==> src/rtl/muldiv_pkg.sv <==
// Shared encodings for the EX-stage multiply/divide unit: op codes, FSM states, default width.
package muldiv_pkg;

  localparam int MD_WIDTH = 32;

  typedef enum logic [1:0] {
    MD_MULT  = 2'b00,
    MD_MULTU = 2'b01,
    MD_DIV   = 2'b10,
    MD_DIVU  = 2'b11
  } md_op_e;

  typedef enum logic [1:0] {
    IDLE = 2'b00,
    RUN  = 2'b01,
    FIX  = 2'b10
  } md_state_e;

endpackage

==> src/rtl/ex_muldiv_unit_if.sv <==
// Bundle between the ID/EX pipeline register / hazard logic and the multiply/divide unit.
interface ex_muldiv_unit_if #(parameter int WIDTH = muldiv_pkg::MD_WIDTH);

  logic             start;
  logic [1:0]       op;
  logic [WIDTH-1:0] rs_val;
  logic [WIDTH-1:0] rt_val;
  logic             hi_we;
  logic             lo_we;
  logic [WIDTH-1:0] wdata;
  logic             flush;
  logic             busy;
  logic             stall;
  logic             done;
  logic             div_by_zero;
  logic [WIDTH-1:0] hi;
  logic [WIDTH-1:0] lo;

  modport master (
    output start, op, rs_val, rt_val, hi_we, lo_we, wdata, flush,
    input  busy, stall, done, div_by_zero, hi, lo
  );

  modport slave (
    input  start, op, rs_val, rt_val, hi_we, lo_we, wdata, flush,
    output busy, stall, done, div_by_zero, hi, lo
  );

endinterface

==> src/rtl/ex_muldiv_unit.sv <==
// Iterative radix-2 MULT/MULTU/DIV/DIVU unit with HI/LO registers; works on operand magnitudes
// and applies sign correction in a final FIX cycle.
module ex_muldiv_unit
  import muldiv_pkg::*;
#(
  parameter int WIDTH = MD_WIDTH
) (
  input  logic               clk,
  input  logic               rst_n,
  ex_muldiv_unit_if.slave    bus
);

  localparam int CW = $clog2(WIDTH);

  md_state_e          state_reg, state_next;
  logic [CW-1:0]      count_reg;
  logic               is_div_reg;
  logic               neg_res_reg;
  logic               neg_rem_reg;
  logic               dbz_reg;
  logic [WIDTH-1:0]   mcand_reg;
  logic [WIDTH-1:0]   orig_reg;
  logic [2*WIDTH-1:0] acc_reg;
  logic [WIDTH-1:0]   hi_reg, lo_reg;
  logic               done_reg, div_by_zero_reg;

  // Operand decode for the accepting edge
  md_op_e           op_in;
  logic             in_div, in_signed, a_neg, b_neg;
  logic [WIDTH-1:0] a_mag, b_mag;

  always_comb begin
    op_in     = md_op_e'(bus.op);
    in_div    = (op_in == MD_DIV) || (op_in == MD_DIVU);
    in_signed = (op_in == MD_MULT) || (op_in == MD_DIV);
    a_neg     = in_signed & bus.rs_val[WIDTH-1];
    b_neg     = in_signed & bus.rt_val[WIDTH-1];
    a_mag     = a_neg ? (~bus.rs_val + WIDTH'(1)) : bus.rs_val;
    b_mag     = b_neg ? (~bus.rt_val + WIDTH'(1)) : bus.rt_val;
  end

  // One radix-2 step. For divide, acc holds {partial remainder, dividend/quotient}.
  logic [WIDTH:0]     mul_sum;
  logic [2*WIDTH-1:0] mul_next;
  logic [WIDTH:0]     div_shift;
  logic               div_ge;
  logic [WIDTH-1:0]   div_sub;
  logic [2*WIDTH-1:0] div_next;

  always_comb begin
    mul_sum   = {1'b0, acc_reg[2*WIDTH-1:WIDTH]} + (acc_reg[0] ? {1'b0, mcand_reg} : '0);
    mul_next  = {mul_sum, acc_reg[WIDTH-1:1]};
    div_shift = {acc_reg[2*WIDTH-1:WIDTH], acc_reg[WIDTH-1]};
    div_ge    = div_shift >= {1'b0, mcand_reg};
    div_sub   = div_shift[WIDTH-1:0] - mcand_reg;
    div_next  = {(div_ge ? div_sub : div_shift[WIDTH-1:0]), acc_reg[WIDTH-2:0], div_ge};
  end

  logic [2*WIDTH-1:0] prod_fix;
  logic [WIDTH-1:0]   quo_fix, rem_fix;

  always_comb begin
    prod_fix = neg_res_reg ? (~acc_reg + (2*WIDTH)'(1)) : acc_reg;
    quo_fix  = neg_res_reg ? (~acc_reg[WIDTH-1:0] + WIDTH'(1)) : acc_reg[WIDTH-1:0];
    rem_fix  = neg_rem_reg ? (~acc_reg[2*WIDTH-1:WIDTH] + WIDTH'(1))
                           : acc_reg[2*WIDTH-1:WIDTH];
  end

  always_comb begin
    state_next = state_reg;
    case (state_reg)
      IDLE:    if (bus.start && !bus.flush) state_next = RUN;
      RUN:     if (bus.flush) state_next = IDLE;
               else if (count_reg == CW'(WIDTH-1)) state_next = FIX;
      FIX:     state_next = IDLE;
      default: state_next = IDLE;
    endcase
  end

  always_ff @(posedge clk or negedge rst_n) begin
    if (!rst_n) state_reg <= IDLE;
    else        state_reg <= state_next;
  end

  always_ff @(posedge clk or negedge rst_n) begin
    if (!rst_n) begin
      count_reg       <= '0;
      is_div_reg      <= 1'b0;
      neg_res_reg     <= 1'b0;
      neg_rem_reg     <= 1'b0;
      dbz_reg         <= 1'b0;
      mcand_reg       <= '0;
      orig_reg        <= '0;
      acc_reg         <= '0;
      hi_reg          <= '0;
      lo_reg          <= '0;
      done_reg        <= 1'b0;
      div_by_zero_reg <= 1'b0;
    end else begin
      done_reg        <= 1'b0;
      div_by_zero_reg <= 1'b0;
      if (bus.hi_we) hi_reg <= bus.wdata;
      if (bus.lo_we) lo_reg <= bus.wdata;

      case (state_reg)
        IDLE: if (bus.start && !bus.flush) begin
          count_reg   <= '0;
          is_div_reg  <= in_div;
          neg_res_reg <= a_neg ^ b_neg;
          neg_rem_reg <= a_neg;
          dbz_reg     <= in_div && (bus.rt_val == '0);
          orig_reg    <= bus.rs_val;
          mcand_reg   <= in_div ? b_mag : a_mag;
          acc_reg     <= {{WIDTH{1'b0}}, (in_div ? a_mag : b_mag)};
        end
        RUN: if (!bus.flush) begin
          acc_reg   <= is_div_reg ? div_next : mul_next;
          count_reg <= count_reg + CW'(1);
        end
        // Placed after the MTHI/MTLO writes so a coinciding FIX takes priority
        FIX: if (!bus.flush) begin
          if (is_div_reg) begin
            hi_reg <= dbz_reg ? orig_reg : rem_fix;
            lo_reg <= dbz_reg ? '1 : quo_fix;
          end else begin
            {hi_reg, lo_reg} <= prod_fix;
          end
          done_reg        <= 1'b1;
          div_by_zero_reg <= dbz_reg;
        end
        default: ;
      endcase
    end
  end

  assign bus.busy        = (state_reg != IDLE);
  assign bus.stall       = bus.start | bus.busy;
  assign bus.done        = done_reg;
  assign bus.div_by_zero = div_by_zero_reg;
  assign bus.hi          = hi_reg;
  assign bus.lo          = lo_reg;

endmodule

==> src/flat_wrapper.sv <==
// flat-port wrapper written by rule: the top's interface ports become plain ports
module ex_muldiv_unit_flat import muldiv_pkg::*;
#(
  parameter int WIDTH = MD_WIDTH
)
  (clk, rst_n, bus_start, bus_op, bus_rs_val, bus_rt_val, bus_hi_we, bus_lo_we, bus_wdata, bus_flush, bus_busy, bus_stall, bus_done, bus_div_by_zero, bus_hi, bus_lo);
  ex_muldiv_unit_if #(.WIDTH(WIDTH)) bus_i ();
  input  logic clk;
  input  logic rst_n;
  input wire logic [$bits(bus_i.start)-1:0] bus_start;
  input wire logic [$bits(bus_i.op)-1:0] bus_op;
  input wire logic [$bits(bus_i.rs_val)-1:0] bus_rs_val;
  input wire logic [$bits(bus_i.rt_val)-1:0] bus_rt_val;
  input wire logic [$bits(bus_i.hi_we)-1:0] bus_hi_we;
  input wire logic [$bits(bus_i.lo_we)-1:0] bus_lo_we;
  input wire logic [$bits(bus_i.wdata)-1:0] bus_wdata;
  input wire logic [$bits(bus_i.flush)-1:0] bus_flush;
  output wire logic [$bits(bus_i.busy)-1:0] bus_busy;
  output wire logic [$bits(bus_i.stall)-1:0] bus_stall;
  output wire logic [$bits(bus_i.done)-1:0] bus_done;
  output wire logic [$bits(bus_i.div_by_zero)-1:0] bus_div_by_zero;
  output wire logic [$bits(bus_i.hi)-1:0] bus_hi;
  output wire logic [$bits(bus_i.lo)-1:0] bus_lo;
  assign bus_i.start = bus_start;
  assign bus_i.op = bus_op;
  assign bus_i.rs_val = bus_rs_val;
  assign bus_i.rt_val = bus_rt_val;
  assign bus_i.hi_we = bus_hi_we;
  assign bus_i.lo_we = bus_lo_we;
  assign bus_i.wdata = bus_wdata;
  assign bus_i.flush = bus_flush;
  assign bus_busy = bus_i.busy;
  assign bus_stall = bus_i.stall;
  assign bus_done = bus_i.done;
  assign bus_div_by_zero = bus_i.div_by_zero;
  assign bus_hi = bus_i.hi;
  assign bus_lo = bus_i.lo;
  ex_muldiv_unit #(.WIDTH(WIDTH)) u_core (.clk(clk), .rst_n(rst_n), .bus(bus_i));
endmodule
==> config.mk <==
export PLATFORM = sky130hd
export DESIGN_NAME = ex_muldiv_unit_flat
export DESIGN_NICKNAME = d
export VERILOG_FILES = /design/src/rtl/muldiv_pkg.sv /design/src/rtl/ex_muldiv_unit_if.sv /design/src/rtl/ex_muldiv_unit.sv /design/src/flat_wrapper.sv
export SDC_FILE = /design/constraint.sdc
export NUM_CORES = 1
export LEC_CHECK = 0
export CORE_MARGIN = 4
export CORE_UTILIZATION = 47
export DETAILED_ROUTE_END_ITERATION = 8
export PLACE_DENSITY = 0.68
export SYNTH_ARGS = -nofsm -noshare
export SYNTH_HDL_FRONTEND = slang
export SYNTH_SLANG_ARGS = --single-unit
==> constraint.sdc <==
create_clock -name clk -period 6.9 [get_ports clk]
set_input_delay 1.035 -clock clk [delete_from_list [all_inputs] [get_ports clk]]
set_output_delay 1.035 -clock clk [all_outputs]
set_load 0.03 [all_outputs]
; Yosys cells after proc, flatten, opt, wreduce, memory -nomap -nowiden
; Cells that the tools add are included.
[totals]
register_bits = 205
output_inout_bits = 68
elab_cells = 86
[op_classes]
add_sub_neg = 8
magnitude_cmp = 1
n_eq_ne = 8
n_mux = 34
bitwise_logic = 9
n_reduce_logical = 13
[op_table]
columns = cell, n
row1 = $mux W32, 18
row2 = $mux W64, 4
row3 = $add A32 B1 Y32 const B, 4
row4 = $not A32 Y32, 4
row5 = $pmux W64 S2, 1
row6 = $add A64 B1 Y64 const B, 1
row7 = $not A64 Y64, 1
row8 = $add A32 B33 Y33, 1
row9 = $ge A33 B32 Y1, 1
row10 = $logic_not A32 Y1, 1
row11 = $sub A32 B32 Y32, 1
row12 = $mux W5, 2
row13 = $pmux W5 S2, 1
row14 = $eq A2 B2 Y1 const B, 3
row15 = $mux W2, 3
row16 = $add A5 B1 Y5 const B, 1
row17 = $eq A5 B5 Y1 const B, 1
row18 = $logic_not A2 Y1, 2
row19 = $mux W1, 4
row20 = $pmux W2 S2, 1
row21 = $reduce_and A2 Y1, 2
row22 = $reduce_bool A2 Y1, 2
row23 = $ne A3 B2 Y1 const B, 1
row24 = $reduce_and A3 Y1, 1
row25 = other kinds (9), 12

; Longest topological paths before layout
[depth]
depth_word = 7
ltp_mapped = 13

; Least setup slack after synthesis
; No wires, ideal clock.
[synth_path]
path_kind = input -> register
from = input bus_rt_val[6]
to = register u_core.acc_reg[26]
setup_ps = 126
arrival_time_ps = 3291
setup_slack_ps = 3483
path_stages = 10
path_buffers = 1
cell_sequence = or4_1 -> nor4b_1 -> and2_0 -> clkbuf_1 -> nand2_1 -> o31ai_1 -> xor2_1 -> nor3_1 -> a311oi_1 -> nor2_1
[synth_via]
elab_chain_cells = 6
[synth_rtl]
columns = element, line
row1 = "start, declared", flat_wrapper.sv:13  ; input wire logic [$bits(bus_i.rt_val)-1:0] bus_rt_val;
row2 = $not A32 Y32, ex_muldiv_unit.sv:39  ; b_mag = b_neg ? (~bus.rt_val + WIDTH'(1)) : bus.rt_val;
row3 = $add A32 B1 Y32, ex_muldiv_unit.sv:39
row4 = $mux W32, ex_muldiv_unit.sv:39
row5 = $mux W32, ex_muldiv_unit.sv:114  ; acc_reg <= {{WIDTH{1'b0}}, (in_div ? a_mag : b_mag)};
row6 = $mux W64, ex_muldiv_unit.sv:106  ; IDLE: if (bus.start && !bus.flush) begin
row7 = $pmux W64 S2, ex_muldiv_unit.sv:105  ; case (state_reg)
row8 = "end signal, assigned", ex_muldiv_unit.sv:114
row9 = "end signal, assigned", ex_muldiv_unit.sv:117  ; acc_reg <= is_div_reg ? div_next : mul_next;
row10 = "end, declared", ex_muldiv_unit.sv:23  ; logic [2*WIDTH-1:0] acc_reg;
; No other way between the ends. The select of a mux whose other input is x is not followed.
; A chain may end at the register's enable or synchronous reset.

; Final worst setup path
[layout_path]
from = register u_core.acc_reg[41]
to = register u_core.acc_reg[50]
[layout_via]
elab_chain_cells = 5
[layout_rtl]
columns = element, line
row1 = $sub A32 B32 Y32 / $ge A33 B32 Y1 (equally long branches), "ex_muldiv_unit.sv:55, ex_muldiv_unit.sv:54"
row2 = $mux W32, ex_muldiv_unit.sv:56  ; div_next = {(div_ge ? div_sub : div_shift[WIDTH-1:0]), acc_reg[WIDTH-2:0], div_ge};
row3 = $mux W64 *, ex_muldiv_unit.sv:117
row4 = $mux W64 *, ex_muldiv_unit.sv:116  ; RUN: if (!bus.flush) begin
row5 = $pmux W64 S2 *, ex_muldiv_unit.sv:105
; Mark *: on every way between the ends. The rest lies on a longest branch, timed or not. The select of a mux whose other input is x is not followed.

==> impl_metrics.tcl <==
set metrics [dict create \
    yosysSeqAreaShare_pct 30.0 \
    fmax_mhz 249 \
    worstPathRequired_ns 7.33 \
    antenna_found_initial 3 \
    post-route-util_pct 55.5 \
    antenna_cells 0 \
    synthAdderAreaFrac_pct 5.36 \
    hold_path.class "reg -> reg" \
    setup_viol 0 \
    yosysTopAreaCell "dfrtp_1" \
    status "complete, no violations" \
    final_cells 2711 \
    use_met3_pct 4.49 \
    slew_violations 0 \
    cts_tree "done" \
    largest_register_ffs 64 \
    gp_congestion 0.979 \
    drcViolationCount 0 \
    synth_edf_count 0 \
    dpl_cell_area_um2 19000 \
    clock-sinks 205 \
    gr-usage-met2_pct 48.3 \
    yosys.area_share.simple_pct 17.8 \
    syn_inst 2159 \
    wl_um 61700 \
    design_area_um2 19800 \
    crit_fanout 32 \
    portBuffers 171 \
    placeableCoreArea_um2 35700 \
    synth_cell_type_count 69 \
    met1_usage_pct 42.9 \
    cts_resized 0 \
    ys.warnings.count 0 \
    clockBufferDepth 3 \
    track_usage_pct 30.2 \
    grt_pass1_wl_um 93600 \
    syn_area_per_cell_um2 7.92 \
    synth-async-reset-ratio_pct 100 \
    nNetsFinal 2407 \
    clk_pin_slew_ns 0.06 \
    die_h_um 199 \
    synth.most_common_cell "nand2_1" \
    nFillCells 3388 \
    setup_slack_ns 2.89 \
    finalHoldViolations 0 \
    place_ws_ns 2.65 \
    synth-xor-area-share_pct 10.4 \
    ir_drop_mv 0.183 \
    ys_ff_latch 205 \
    initial_core_util_pct 47.8 \
    synthesis.nets 2335 \
    ant_nets 0 \
    p_total_mw 7.96 \
    fp.dieArea_um2 39500 \
    drv_cap 0 \
    place_hpwl_um 46800 \
    rsz0062_at_grt "false" \
    postCtsSetupBuffers 0 \
    fin_skew_ns 0.00929 \
    cp-start-kind "flip-flop" \
    die_w_um 199 \
    hold_buffers 0 \
    synthTopCellsByArea "dfrtp_1, mux2i_1, nand2_1, o21ai_0, xnor2_1" \
    hold_ws_ns 0.482 \
    crit_type "reg -> reg" \
    cts_root_buf "clkbuf_16" \
    post-route-period-util_pct 58.1 \
    power_density_nw_per_um2 401 \
    slew_headroom_pct 23.9 \
    drtIter0Drc 1576 \
    num_rows 69 \
    period_needed_ns 4.01 \
    netlist_area_um2 17100 \
    cts_buffers 26 \
    tightest_slew_ns 1.14 \
    synth_compound_area_share_pct 22.4 \
    drive_above_1_share_pct 4.09 \
    synth_top_family_by_area "compound AO/OA/AOI/OAI gates" \
    end_kind "flip-flop" \
    synthMuxAreaShare_pct 8.82 \
    wl_per_cell_um 22.8 \
    grt_max_degree 104 \
    netlist_top_cells_count "nand2_1, dfrtp_1, o21ai_0, nor2_1, a21oi_1" \
    cp.arrival_ns 4.44 \
    power.leakage_nw 8.41 \
    routed_via_density 6.13 \
    drt_first_pass_iters 6 \
    area_growth_pct 16.0 \
    vias 16600 \
    gr-max-usage-layer "met2" \
    htreeDepth 1 \
    yosysTopAreaCellShare_pct 30.0 \
    grt_pass1_vias 15500 \
    tns_ns 0 \
    clk_latency_ns 0.54 \
    ioPinCount 172 \
    ys.flop_type "dfrtp_1" \
    grt_overflow 0 \
    dp_cells 2664 \
]
-- report_power, final --
part	switching [mW]	internal [mW]
combinational	2.69	1.78
clock	0.550	0.825
sequential	0.604	1.51
-- kinds of logic after synthesis --
group | after synthesis
compound gates | 627
fa+ha+maj | 72
simple gates | 673
flops | 205
buf+inv | 229
mux | 150
xor+xnor | 203
-- area by class of cell --
type | count | area [um^2] | share of cell area [%]
multi-input combinational | 1725 | 11100 | 56.1
sequential | 205 | 5140 | 25.9
timing repair buffer | 190 | 1850 | 9.30
clock buffer | 42 | 762 | 3.84
tap | 461 | 577 | 2.91
inverter | 83 | 312 | 1.57
clock inverter | 5 | 77.6 | 0.391
-- routing by layer --
layer	vias up	routed length (um)
li1	7817	-
met1	7994	27000
met2	712	28200
met3	98	4480
met4	4	2080
met5	-	29
-- critical path, cell delays in order, from the launching register on --
cell       delay (ns)
dfrtp_1          0.56
ha_1             0.51
a21oi_1          0.13
o21ai_0          0.42
o2111ai_1        0.22
a211oi_1         0.43
nor3_1           0.19
o21ai_4          0.42
buf_4            0.49
mux2i_1          0.24
nand2_1          0.07
a22o_1           0.21
-- cells in the final DEF (no fill, tap or decap), types with 13 or more instances in the layout --
| cell | synthesis | final |
|---|---|---|
| nor3_1 | 36 | 35 |
| nand3_1 | 22 | 22 |
| a21o_1 | 18 | 18 |
| nor2_1 | 175 | 173 |
| or4_1 | 13 | 13 |
| a21oi_1 | 164 | 163 |
| xor2_1 | 88 | 88 |
| clkbuf_16 | 0 | 27 |
| a211oi_1 | 18 | 18 |
| or3_1 | 23 | 22 |
| nand2b_1 | 17 | 16 |
| a22oi_1 | 44 | 44 |
| mux2i_1 | 145 | 145 |
| buf_4 | 0 | 20 |
| nand4_1 | 19 | 19 |
| ha_1 | 70 | 70 |
| inv_1 | 80 | 80 |
| o211ai_1 | 50 | 50 |
| dfrtp_1 | 205 | 202 |
| clkdlybuf4s50_1 | 0 | 167 |
| o21ai_0 | 204 | 204 |
| nand2_1 | 293 | 292 |
| xnor2_1 | 115 | 115 |
| o31ai_1 | 29 | 29 |
-- worst paths after layout --
path,slack (ns),from,endpoint,cells after the start
max in group asynchronous,4.87,rst_n,u_core.neg_res_reg,2
worst max-delay path,2.89,u_core.acc_reg[41],u_core.acc_reg[50],11
worst min-delay path,0.48,u_core.mcand_reg[2],u_core.mcand_reg[2],2
worst max register to register,2.89,u_core.acc_reg[41],u_core.acc_reg[50],11
min in group asynchronous,0.59,rst_n,u_core.bus.lo[15],1
worst min register to register,0.48,u_core.mcand_reg[2],u_core.mcand_reg[2],2
No activity file was read; power rests on OpenSTA's default activity.
